==> src/rtl/assign_pkg.sv <==
// -----------------------------------------------------------------------------
// assign_pkg
//   Shared definitions for the 8-worker / 8-job assignment search: problem
//   size, index and cost widths, the sequencer state encoding and the
//   arrangement type used by CalCost and the permutation sequencer.
// -----------------------------------------------------------------------------
package assign_pkg;

  // Workers / jobs. The arrangement index width fixes the upper bound at 8.
  localparam int N      = 8;
  localparam int IDX_W  = 3;
  // Width of one permutation's total cost.
  localparam int COST_W = 10;
  // Width of the saturating count of permutations that hit the minimum.
  localparam int CNT_W  = 4;

  typedef enum logic [3:0] {
    IDLE,
    INIT,
    LAUNCH,
    WAIT,
    UPDATE,
    FIND,
    SWAP,
    REV,
    FINISH
  } state_t;

  // arrange[k] = job assigned to worker k.
  typedef logic [IDX_W-1:0] arrange_t [0:N-1];

endpackage

==> src/rtl/perm_pivot_find.sv <==
// -----------------------------------------------------------------------------
// perm_pivot_find
//   Purely combinational pivot search for lexicographic next-permutation.
//
//   Ports:
//     arrange    in   current arrangement, arrange[k] = job of worker k
//     has_pivot  out  1 when some p exists with arrange[p] < arrange[p+1]
//     p          out  largest such p (0 when has_pivot = 0)
//     s          out  largest index > p with arrange[s] > arrange[p]
// -----------------------------------------------------------------------------
module perm_pivot_find #(
  parameter int N = assign_pkg::N
) (
  input  logic [assign_pkg::IDX_W-1:0] arrange [0:N-1],
  output logic                         has_pivot,
  output logic [assign_pkg::IDX_W-1:0] p,
  output logic [assign_pkg::IDX_W-1:0] s
);
  import assign_pkg::*;

  logic [N-2:0]     asc;    // asc[k]: arrange[k] < arrange[k+1]
  logic [N-1:0]     gt;     // gt[k]: k lies right of p and exceeds arrange[p]
  logic [IDX_W-1:0] arr_p;

  genvar gi;

  generate
    for (gi = 0; gi < N - 1; gi++) begin : g_asc
      assign asc[gi] = arrange[gi] < arrange[gi+1];
    end
  endgenerate

  // Highest ascending step wins: later loop iterations overwrite earlier ones.
  always_comb begin
    has_pivot = 1'b0;
    p         = '0;
    for (int k = 0; k < N - 1; k++) begin
      if (asc[k]) begin
        has_pivot = 1'b1;
        p         = IDX_W'(k);
      end
    end
  end

  assign arr_p = arrange[p];

  generate
    for (gi = 0; gi < N; gi++) begin : g_gt
      assign gt[gi] = (IDX_W'(gi) > p) && (arrange[gi] > arr_p);
    end
  endgenerate

  // The suffix right of p is descending, so the rightmost larger element is
  // the smallest value exceeding arrange[p].
  always_comb begin
    s = '0;
    for (int k = 0; k < N; k++) begin
      if (gt[k]) begin
        s = IDX_W'(k);
      end
    end
  end

endmodule

==> src/rtl/assign_perm_sequencer.sv <==
// -----------------------------------------------------------------------------
// assign_perm_sequencer
//   Walks every permutation of the N jobs in lexicographic order, launches one
//   CalCost evaluation per permutation and keeps the global minimum cost and
//   the (saturating) number of permutations reaching it.
//
//   Ports:
//     CLK         in   clock, all state on the rising edge
//     RST         in   asynchronous active-low reset
//     start       in   begin a full search (only looked at in IDLE)
//     cal_start   out  one-cycle launch pulse to CalCost
//     cal_done    in   CalCost completion pulse (only looked at in WAIT)
//     cal_cost    in   total cost of the launched permutation
//     arrange     out  job for each worker, stable from cal_start to cal_done
//     busy        out  high whenever the sequencer is not in IDLE
//     MinCost     out  global minimum cost
//     MatchCount  out  permutations equal to MinCost, saturating
//     Valid       out  one-cycle pulse when the results are final
// -----------------------------------------------------------------------------
module assign_perm_sequencer #(
  parameter int N      = assign_pkg::N,
  parameter int COST_W = assign_pkg::COST_W,
  parameter int CNT_W  = assign_pkg::CNT_W
) (
  input  logic                         CLK,
  input  logic                         RST,
  input  logic                         start,
  output logic                         cal_start,
  input  logic                         cal_done,
  input  logic [COST_W-1:0]            cal_cost,
  output logic [assign_pkg::IDX_W-1:0] arrange [0:N-1],
  output logic                         busy,
  output logic [COST_W-1:0]            MinCost,
  output logic [CNT_W-1:0]             MatchCount,
  output logic                         Valid
);
  import assign_pkg::*;

  localparam logic [IDX_W-1:0] LAST_IDX = IDX_W'(N - 1);

  state_t           state_q, state_d;
  logic [IDX_W-1:0] arrange_q [0:N-1];
  logic [IDX_W-1:0] arrange_d [0:N-1];
  logic [IDX_W-1:0] p_q, p_d;
  logic [IDX_W-1:0] s_q, s_d;
  logic [IDX_W-1:0] lo_q, lo_d;
  logic [IDX_W-1:0] hi_q, hi_d;
  logic [COST_W-1:0] cost_q, cost_d;
  logic [COST_W-1:0] min_cost_q, min_cost_d;
  logic [CNT_W-1:0]  match_cnt_q, match_cnt_d;

  logic             piv_has;
  logic [IDX_W-1:0] piv_p;
  logic [IDX_W-1:0] piv_s;

  genvar gi;

  perm_pivot_find #(
    .N (N)
  ) u_pivot (
    .arrange   (arrange_q),
    .has_pivot (piv_has),
    .p         (piv_p),
    .s         (piv_s)
  );

  // ---------------------------------------------------------------------------
  // Next-state and datapath
  // ---------------------------------------------------------------------------
  always_comb begin
    state_d     = state_q;
    arrange_d   = arrange_q;
    p_d         = p_q;
    s_d         = s_q;
    lo_d        = lo_q;
    hi_d        = hi_q;
    cost_d      = cost_q;
    min_cost_d  = min_cost_q;
    match_cnt_d = match_cnt_q;

    unique case (state_q)
      IDLE: begin
        if (start) begin
          state_d = INIT;
        end
      end

      INIT: begin
        for (int k = 0; k < N; k++) begin
          arrange_d[k] = IDX_W'(k);
        end
        min_cost_d  = '1;
        match_cnt_d = '0;
        state_d     = LAUNCH;
      end

      LAUNCH: begin
        state_d = WAIT;
      end

      WAIT: begin
        if (cal_done) begin
          cost_d  = cal_cost;
          state_d = UPDATE;
        end
      end

      UPDATE: begin
        if (cost_q < min_cost_q) begin
          min_cost_d  = cost_q;
          match_cnt_d = CNT_W'(1);
        end else if (cost_q == min_cost_q) begin
          if (match_cnt_q != {CNT_W{1'b1}}) begin
            match_cnt_d = match_cnt_q + CNT_W'(1);
          end
        end
        state_d = FIND;
      end

      FIND: begin
        if (piv_has) begin
          p_d     = piv_p;
          s_d     = piv_s;
          state_d = SWAP;
        end else begin
          state_d = FINISH;
        end
      end

      SWAP: begin
        arrange_d[p_q] = arrange_q[s_q];
        arrange_d[s_q] = arrange_q[p_q];
        lo_d           = p_q + IDX_W'(1);
        hi_d           = LAST_IDX;
        // A one-element suffix needs no reversal, so skip REV entirely.
        if ((p_q + IDX_W'(1)) < LAST_IDX) begin
          state_d = REV;
        end else begin
          state_d = LAUNCH;
        end
      end

      REV: begin
        // Only entered with lo < hi. Each visit swaps one pair; leave as soon
        // as the narrowed window would no longer hold a pair, so the number
        // of REV cycles equals the number of swaps.
        if (lo_q < hi_q) begin
          arrange_d[lo_q] = arrange_q[hi_q];
          arrange_d[hi_q] = arrange_q[lo_q];
        end
        lo_d = lo_q + IDX_W'(1);
        hi_d = hi_q - IDX_W'(1);
        if ((lo_q + IDX_W'(1)) < (hi_q - IDX_W'(1))) begin
          state_d = REV;
        end else begin
          state_d = LAUNCH;
        end
      end

      FINISH: begin
        state_d = IDLE;
      end

      default: begin
        state_d = IDLE;
      end
    endcase
  end

  // ---------------------------------------------------------------------------
  // State registers
  // ---------------------------------------------------------------------------
  always_ff @(posedge CLK or negedge RST) begin
    if (!RST) begin
      state_q <= IDLE;
      for (int k = 0; k < N; k++) begin
        arrange_q[k] <= IDX_W'(k);
      end
      p_q         <= '0;
      s_q         <= '0;
      lo_q        <= '0;
      hi_q        <= '0;
      cost_q      <= '0;
      min_cost_q  <= '1;
      match_cnt_q <= '0;
    end else begin
      state_q     <= state_d;
      arrange_q   <= arrange_d;
      p_q         <= p_d;
      s_q         <= s_d;
      lo_q        <= lo_d;
      hi_q        <= hi_d;
      cost_q      <= cost_d;
      min_cost_q  <= min_cost_d;
      match_cnt_q <= match_cnt_d;
    end
  end

  // ---------------------------------------------------------------------------
  // Outputs: decoded from the state register so an asynchronous reset clears
  // them immediately.
  // ---------------------------------------------------------------------------
  assign cal_start  = (state_q == LAUNCH);
  assign Valid      = (state_q == FINISH);
  assign busy       = (state_q != IDLE);
  assign MinCost    = min_cost_q;
  assign MatchCount = match_cnt_q;

  generate
    for (gi = 0; gi < N; gi++) begin : g_arr_out
      assign arrange[gi] = arrange_q[gi];
    end
  endgenerate

endmodule

==> config.mk <==
export PLATFORM = sky130hd
export DESIGN_NAME = assign_perm_sequencer
export DESIGN_NICKNAME = d
export VERILOG_FILES = /design/src/rtl/assign_pkg.sv /design/src/rtl/perm_pivot_find.sv /design/src/rtl/assign_perm_sequencer.sv
export SDC_FILE = /design/constraint.sdc
export NUM_CORES = 1
export LEC_CHECK = 0
export CORE_MARGIN = 1.5
export CORE_UTILIZATION = 50
export CTS_CLUSTER_DIAMETER = 30
export DETAILED_ROUTE_END_ITERATION = 10
export GPL_TIMING_DRIVEN = 0
export PLACE_DENSITY = 0.71
export SLEW_MARGIN = 15
export SYNTH_ARGS = -nofsm -noshare
export SYNTH_HDL_FRONTEND = slang
export SYNTH_SLANG_ARGS = --single-unit
==> constraint.sdc <==
create_clock -name CLK -period 5.32 [get_ports CLK]
set_clock_uncertainty 0.15 [all_clocks]
set_input_delay 1.064 -clock CLK [delete_from_list [all_inputs] [get_ports CLK]]
set_output_delay 1.064 -clock CLK [all_outputs]
set_load 0.03 [all_outputs]
# Word level (Yosys, flattened, before mapping)

Cells that the tools add are included.

$lt $le $gt $ge: 34
Mux-type cells: 63
Bitwise gates (word level): 5
Eq/ne operators: 16
Reduce and logical (&&, ||, !) cells: 22
$add $sub $neg: 4

Operators by type and width:

| operator                                                    | count |
|---|---|
| bitwise mux 24 bit                                          | 4 |
| case mux 24 bit (3 select lines)                            | 1 |
| two-way mux 3 bit                                           | 23 |
| binary-select mux 3 bit (select 3 bit)                      | 5 |
| demux 3 bit (select 3 bit)                                  | 4 |
| case mux 4 bit (8 select lines)                             | 1 |
| less-than comparator 3 bit                                  | 9 |
| two-way mux 24 bit                                          | 1 |
| two-way mux 4 bit                                           | 6 |
| > comparator 3 bit                                          | 7 |
| greater-or-equal comparator 4 bit (second input constant)   | 5 |
| NOT 3 -> 4 bit                                              | 5 |
| case mux 10 bit (2 select lines)                            | 1 |
| == test 4 x 3 -> 1 bit (second input constant)              | 4 |
| less-than comparator 4 x 1 -> 1 bit (second input constant) | 4 |
| > comparator 3 bit (first input constant)                   | 4 |
| case mux 3 bit (2 select lines)                             | 2 |
| logical AND 1 bit                                           | 11 |
| == test 10 bit                                              | 1 |
| less-than comparator 10 bit                                 | 1 |
| two-way mux 10 bit                                          | 1 |
| AND reduction 2 bit                                         | 5 |
| two-way mux 1 bit                                           | 9 |
| == test 4 x 2 -> 1 bit (second input constant)              | 2 |
| other kinds (18)                                            | 28 |

Word-level logic and storage cells: 160
Register bits: 64
Output and inout port bits: 41
Input port bits: 14

# Logic depth before layout (Yosys ltp)

Depth after elaboration: 20
Gate-level depth with buffers: 19
Depth with buffers taken out: 18

# By module

From an unflattened synthesis, not the netlist that was laid out.

Cells, all modules: 807
Area, all modules: 6591.3 um^2

Modules (own cells, without submodules):

| module                | cells each | seq. area each (um^2) | area an instance (um^2) | times used |
|---|---|---|---|---|
| assign_perm_sequencer | 622        | 1629.1                | 5297.6                  | 1 |
| perm_pivot_find       | 185        | 0.0                   | 1293.7                  | 1 |

# Least setup slack after synthesis

OpenSTA, ideal clock, no wires.

Path kind: register to register
From: reg arrange_q (netlist bit arrange[8])
To: reg s_q[2]
Slack: 916 ps
Clock period less this slack: 4404 ps
Data required time: 5044 ps
Buffers on the path: 2
Setup time: 126 ps
Stages on the path, launching flop included: 19
Arrival: 4128 ps
Path through: dfstp_2 clkbuf_1 inv_1 ha_1 a21oi_1 o21ai_4 nand3_2 buf_1 nand2_1 o211ai_1 o21ai_0 o21ai_0 ha_1 inv_1 o2111a_1 a311oi_2 nor3_1 nand2b_1 o32a_1

Longest elaborated chain between the ends: 14
Elaborated cells between the ends (all ways): 29
Those cells by class: order compare (10); mux (13); bitwise (1); reduce/logical (5)

RTL lines:

| item                                                  | RTL line                     | source |
|---|---|---|
| start: declaration                                    | assign_perm_sequencer.sv:42  | `logic [IDX_W-1:0] arrange_q [0:N-1];` |
| start signal: indexed assignment                      | assign_perm_sequencer.sv:177 | `arrange_q[k] <= IDX_W'(k);` |
| start signal: assignment                              | assign_perm_sequencer.sv:188 | `arrange_q <= arrange_d;` |
| less-than comparator 3 bit                            | perm_pivot_find.sv:29        | `assign asc[gi] = arrange[gi] < arrange[gi+1];` |
| two-way mux 3 bit (3 in series)                       | perm_pivot_find.sv:38        | `if (asc[k]) begin` |
| NOT 3 -> 4 bit (implied by the code)                  | perm_pivot_find.sv:45        | `assign arr_p = arrange[p];` |
| binary-select mux 3 bit (select 3 bit)                | perm_pivot_find.sv:45        |  |
| two-way mux 3 bit (implied by the code) (2 in series) | perm_pivot_find.sv:45        |  |
| > comparator 3 bit                                    | perm_pivot_find.sv:49        | `assign gt[gi] = (IDX_W'(gi) > p) && (arrange[gi] > arr_p);` |
| logical AND 1 bit                                     | perm_pivot_find.sv:49        |  |
| two-way mux 3 bit (4 in series)                       | perm_pivot_find.sv:58        | `if (gt[k]) begin` |
| end signal: assignment                                | assign_perm_sequencer.sv:180 | `s_q <= '0;` |
| end signal: assignment                                | assign_perm_sequencer.sv:190 | `s_q <= s_d;` |
| end: declaration                                      | assign_perm_sequencer.sv:45  | `logic [IDX_W-1:0] s_q, s_d;` |

Several ways; a longest one is shown, not always the timed one. The select of a mux whose other input is x is not followed.
A chain may end at the register's enable or synchronous reset.

# Worst setup path after layout

From: reg arrange_q (netlist bit arrange[4])
To: reg s_q[1]

Longest elaborated chain between the ends: 15
Elaborated cells between the ends (all ways): 35
Those cells by class: order compare (14); mux (13); bitwise (1); reduce/logical (7)

RTL lines:

| item                                                  | RTL line |
|---|---|
| less-than comparator 3 bit                            | perm_pivot_find.sv:29 |
| two-way mux 3 bit (2 in series)                       | perm_pivot_find.sv:38 |
| NOT 3 -> 4 bit (implied by the code)                  | perm_pivot_find.sv:45 |
| binary-select mux 3 bit (select 3 bit)                | perm_pivot_find.sv:45 |
| two-way mux 3 bit (implied by the code) (2 in series) | perm_pivot_find.sv:45 |
| > comparator 3 bit                                    | perm_pivot_find.sv:49 |
| logical AND 1 bit                                     | perm_pivot_find.sv:49 |
| two-way mux 2 bit (2 in series)                       | perm_pivot_find.sv:58 |
| two-way mux 3 bit (4 in series)                       | perm_pivot_find.sv:58 |

Several ways; a longest one is shown, not always the timed one. The select of a mux whose other input is x is not followed.

==> qor.yml <==
required_ps: 5400
use_met2_pct: 54.48
grt-busiest-layer: "met2"
cp.arrival_ps: 5120
synth_area_um2: 6289
setup_viol: 0
vias: 6652
cap_viol_max_count: 0
dr.first_iter.drc_count: 758
cts.sinks: 64
reg2reg_from: "arrange[4]$_DFFE_PN1P_"
cp-end-kind: "flip-flop"
drc: 0
syn_nets: 856
hold_start: "MinCost[5]$_DFFE_PN1P_"
postCtsSetupRepairBufs: 0
final_max_slew_viol_count: 0
grt_pass1_vias: 6233
synth_ff_type: "dfrtp_1"
grt_overflow: 0
cts_tree: "built"
final_layout_size_suffix_gt1_share_pct: 10.61
fmax_mhz: 198.7
avgSynthCellArea_um2: 7.900
cp-startpoint: "arrange[4]$_DFFE_PN1P_"
hold_depth: 2
grt_max_degree: 44
stdcell_count: 1035
reg2reg_depth: 16
wl_per_cell_um: 21.15
viasPerCell: 6.427
io_buffer_count: 54
cts-root-buf: "clkbuf_16"
clock_latency_ps: 350
start_util_pct: 51.71
gp_congestion: 0.9524
synth_commonest_cells: "nor2_1, a21oi_1, nand2_1, clkbuf_1, a211oi_1"
slew_headroom_pct: 17.50
io_pins: 55
design.die.area_um2: 13260
ant_nets: 0
yosys_warnings: 0
tightest_slew_ps: 1228
antenna_cells: 0
setup_ws_ps: 287.5
core_um2: 12160
dp.cells: 1019
clock_path_buffers: 2
firstDrtPassIters: 6
track_usage_pct: 34.25
min_to: "MinCost[5]$_DFFE_PN1P_"
hold_buffers: 0
outcome: "complete, no violations"
critPathMaxFanout: 10
numCtsBuffers: 9
fin_nets: 922
synth_cell_types: 74
yosys.area.top_type: "dfrtp_1"
grt_util_met3_pct: 7.591
slowest_delay_ps: 590
antenna_found_initial: 0
drt_wl_total_um: 21890
die_y_um: 115.1
clkTransAtPathRegs_ps: 60
rsz0062_at_grt: "true"
seq_area_frac_synth_pct: 25.91
dp_slack_ps: -82.09
synth_top_cells_by_area: "dfrtp_1, dfstp_2, ha_1, a21oi_1, a211oi_1"
syn_inst: 796
dpl.hpwl_um: 16330
fin_crit_ps: 5033
die_x_um: 115.1
critPathKind: "flip-flop to flip-flop"
yosysMostFrequentCell: "nor2_1"
worstPathCellList: "clkbuf_1 > inv_1 > ha_1 > nand2_1 > o21ai_2 > nand3_2 > buf_1 > a211oi_1 > a311oi_1 > a21oi_2 > ha_1 > and3_1 > a2111oi_2 > and2_1 > a211oi_1 > o22a_2"
slowest_stage: "dfstp_2"
post-route-period-util_pct: 94.60
ys_ff_latch: 64
areaGrowthSynthToFinish_pct: 17.63
reg2reg_to: "s_q[1]$_DFFE_PN0P_"
synth_edf_count: 0
ff2ff_setup_slack_ps: 290
hold_class: "flip-flop to flip-flop"
critPathLaunchType: "flip-flop"
finalHoldViolations: 0
synth_top_area_share_pct: 16.71
grt_pass1_wl_um: 34540
async_flop_share_pct: 100.0
num_rows: 40
h-tree-depth: 3
grt_use_met1_pct: 46.18
per-stage QoR:
stage          area, µm²  TNS (ps)  utilization, %  hold WS, ps
2_1_floorplan       6289         0               -        358.3
3_3_place_gp        7039    -233.7           57.88        349.3
3_5_place_dp        7057    -160.2           58.02        355.4
4_1_cts             7363         0           60.55        364.5
5_1_grt             7397    -11.86           60.82        386.6
6_report            7397         0           60.82        366.6
worst max-delay path by stage:
stage	end	slack (ps)	depth (start not counted)
after global placement	s_q[1]$_DFFE_PN0P_	-110	15
after global routing	s_q[1]$_DFFE_PN0P_	-10	16
after CTS	s_q[1]$_DFFE_PN0P_	30	15
final	s_q[1]$_DFFE_PN0P_	290	16
after detailed placement	s_q[2]$_DFFE_PN0P_	-80	16
after floorplan	s_q[2]$_DFFE_PN0P_	920	18
cells by family after synthesis:
logic type	Yosys count	synth area share, %
flip-flops	64	25.91
buffers and inverters	113	7.501
AO/OA/AOI/OAI	312	35.42
XOR/XNOR	8	1.114
AND/OR/NAND/NOR	237	18.13
adder cells (fa/ha/maj)	48	9.491
multiplexers	14	2.447
cell usage in the layout, fill, tap and decap left out, drive strengths merged, types with 4 or more instances in the layout:
cell type      count
nor2b              8
o31ai              4
nor3              19
mux2              11
buf               17
clkbuf            63
clkdlybuf4s50     53
o21a               9
nand2b             5
xnor2              5
dfstp             22
dfrtp             42
inv               45
nor2             100
o21ai             35
a22o              13
o22a              13
a21oi             82
and3              11
o211ai             4
o2111ai            5
o22ai             22
a22oi             27
and3b              5
nand4              6
nor3b              9
ha                46
a21o               5
a211oi            51
a221oi            14
nand3             14
nand2             55
a31oi              7
sequential cells by signal (all words and copies together) (netlist names):
name / count
arrange: 24
MinCost: 10
cost_q: 10
MatchCount: 4
state_q: 4
hi_q: 3
lo_q: 3
p_q: 3
s_q: 3
area by class of cell:
type / count / area, µm²
flip-flops and latches: 64 / 1629
clock inverters: 6 / 67.56
repair buffers: 55 / 558.0
multi-input cells: 619 / 4222
inverters: 45 / 168.9
plain buffers: 68 / 302.8
clock buffers: 10 / 239.0
fillers: 1126 / 4765
well taps: 168 / 210.2
what timing repair did:
item / CTS / global route
setup endpoints to repair: 3 / 3
cloned: 0 / 0
resized for setup: 1 / 3
layer usage:
metal,share of wire (%),wire length (µm)
met3,9.8,2135
met4,2.7,585
met1,42,9103
met2,46,10060
met5,0,0
worst max-delay path, delay by kind of cell, from the launching register on:
kind / cells / cell delay, ps
AO/OA/AOI/OAI: 7 / 1750
buffers and inverters: 3 / 920
flip-flops: 1 / 590
AND/OR/NAND/NOR: 4 / 820
adder cells (fa/ha/maj): 2 / 680
Power is not shown: default switching activity piles up to over one toggle a cycle in this logic, so the estimate is an artifact.
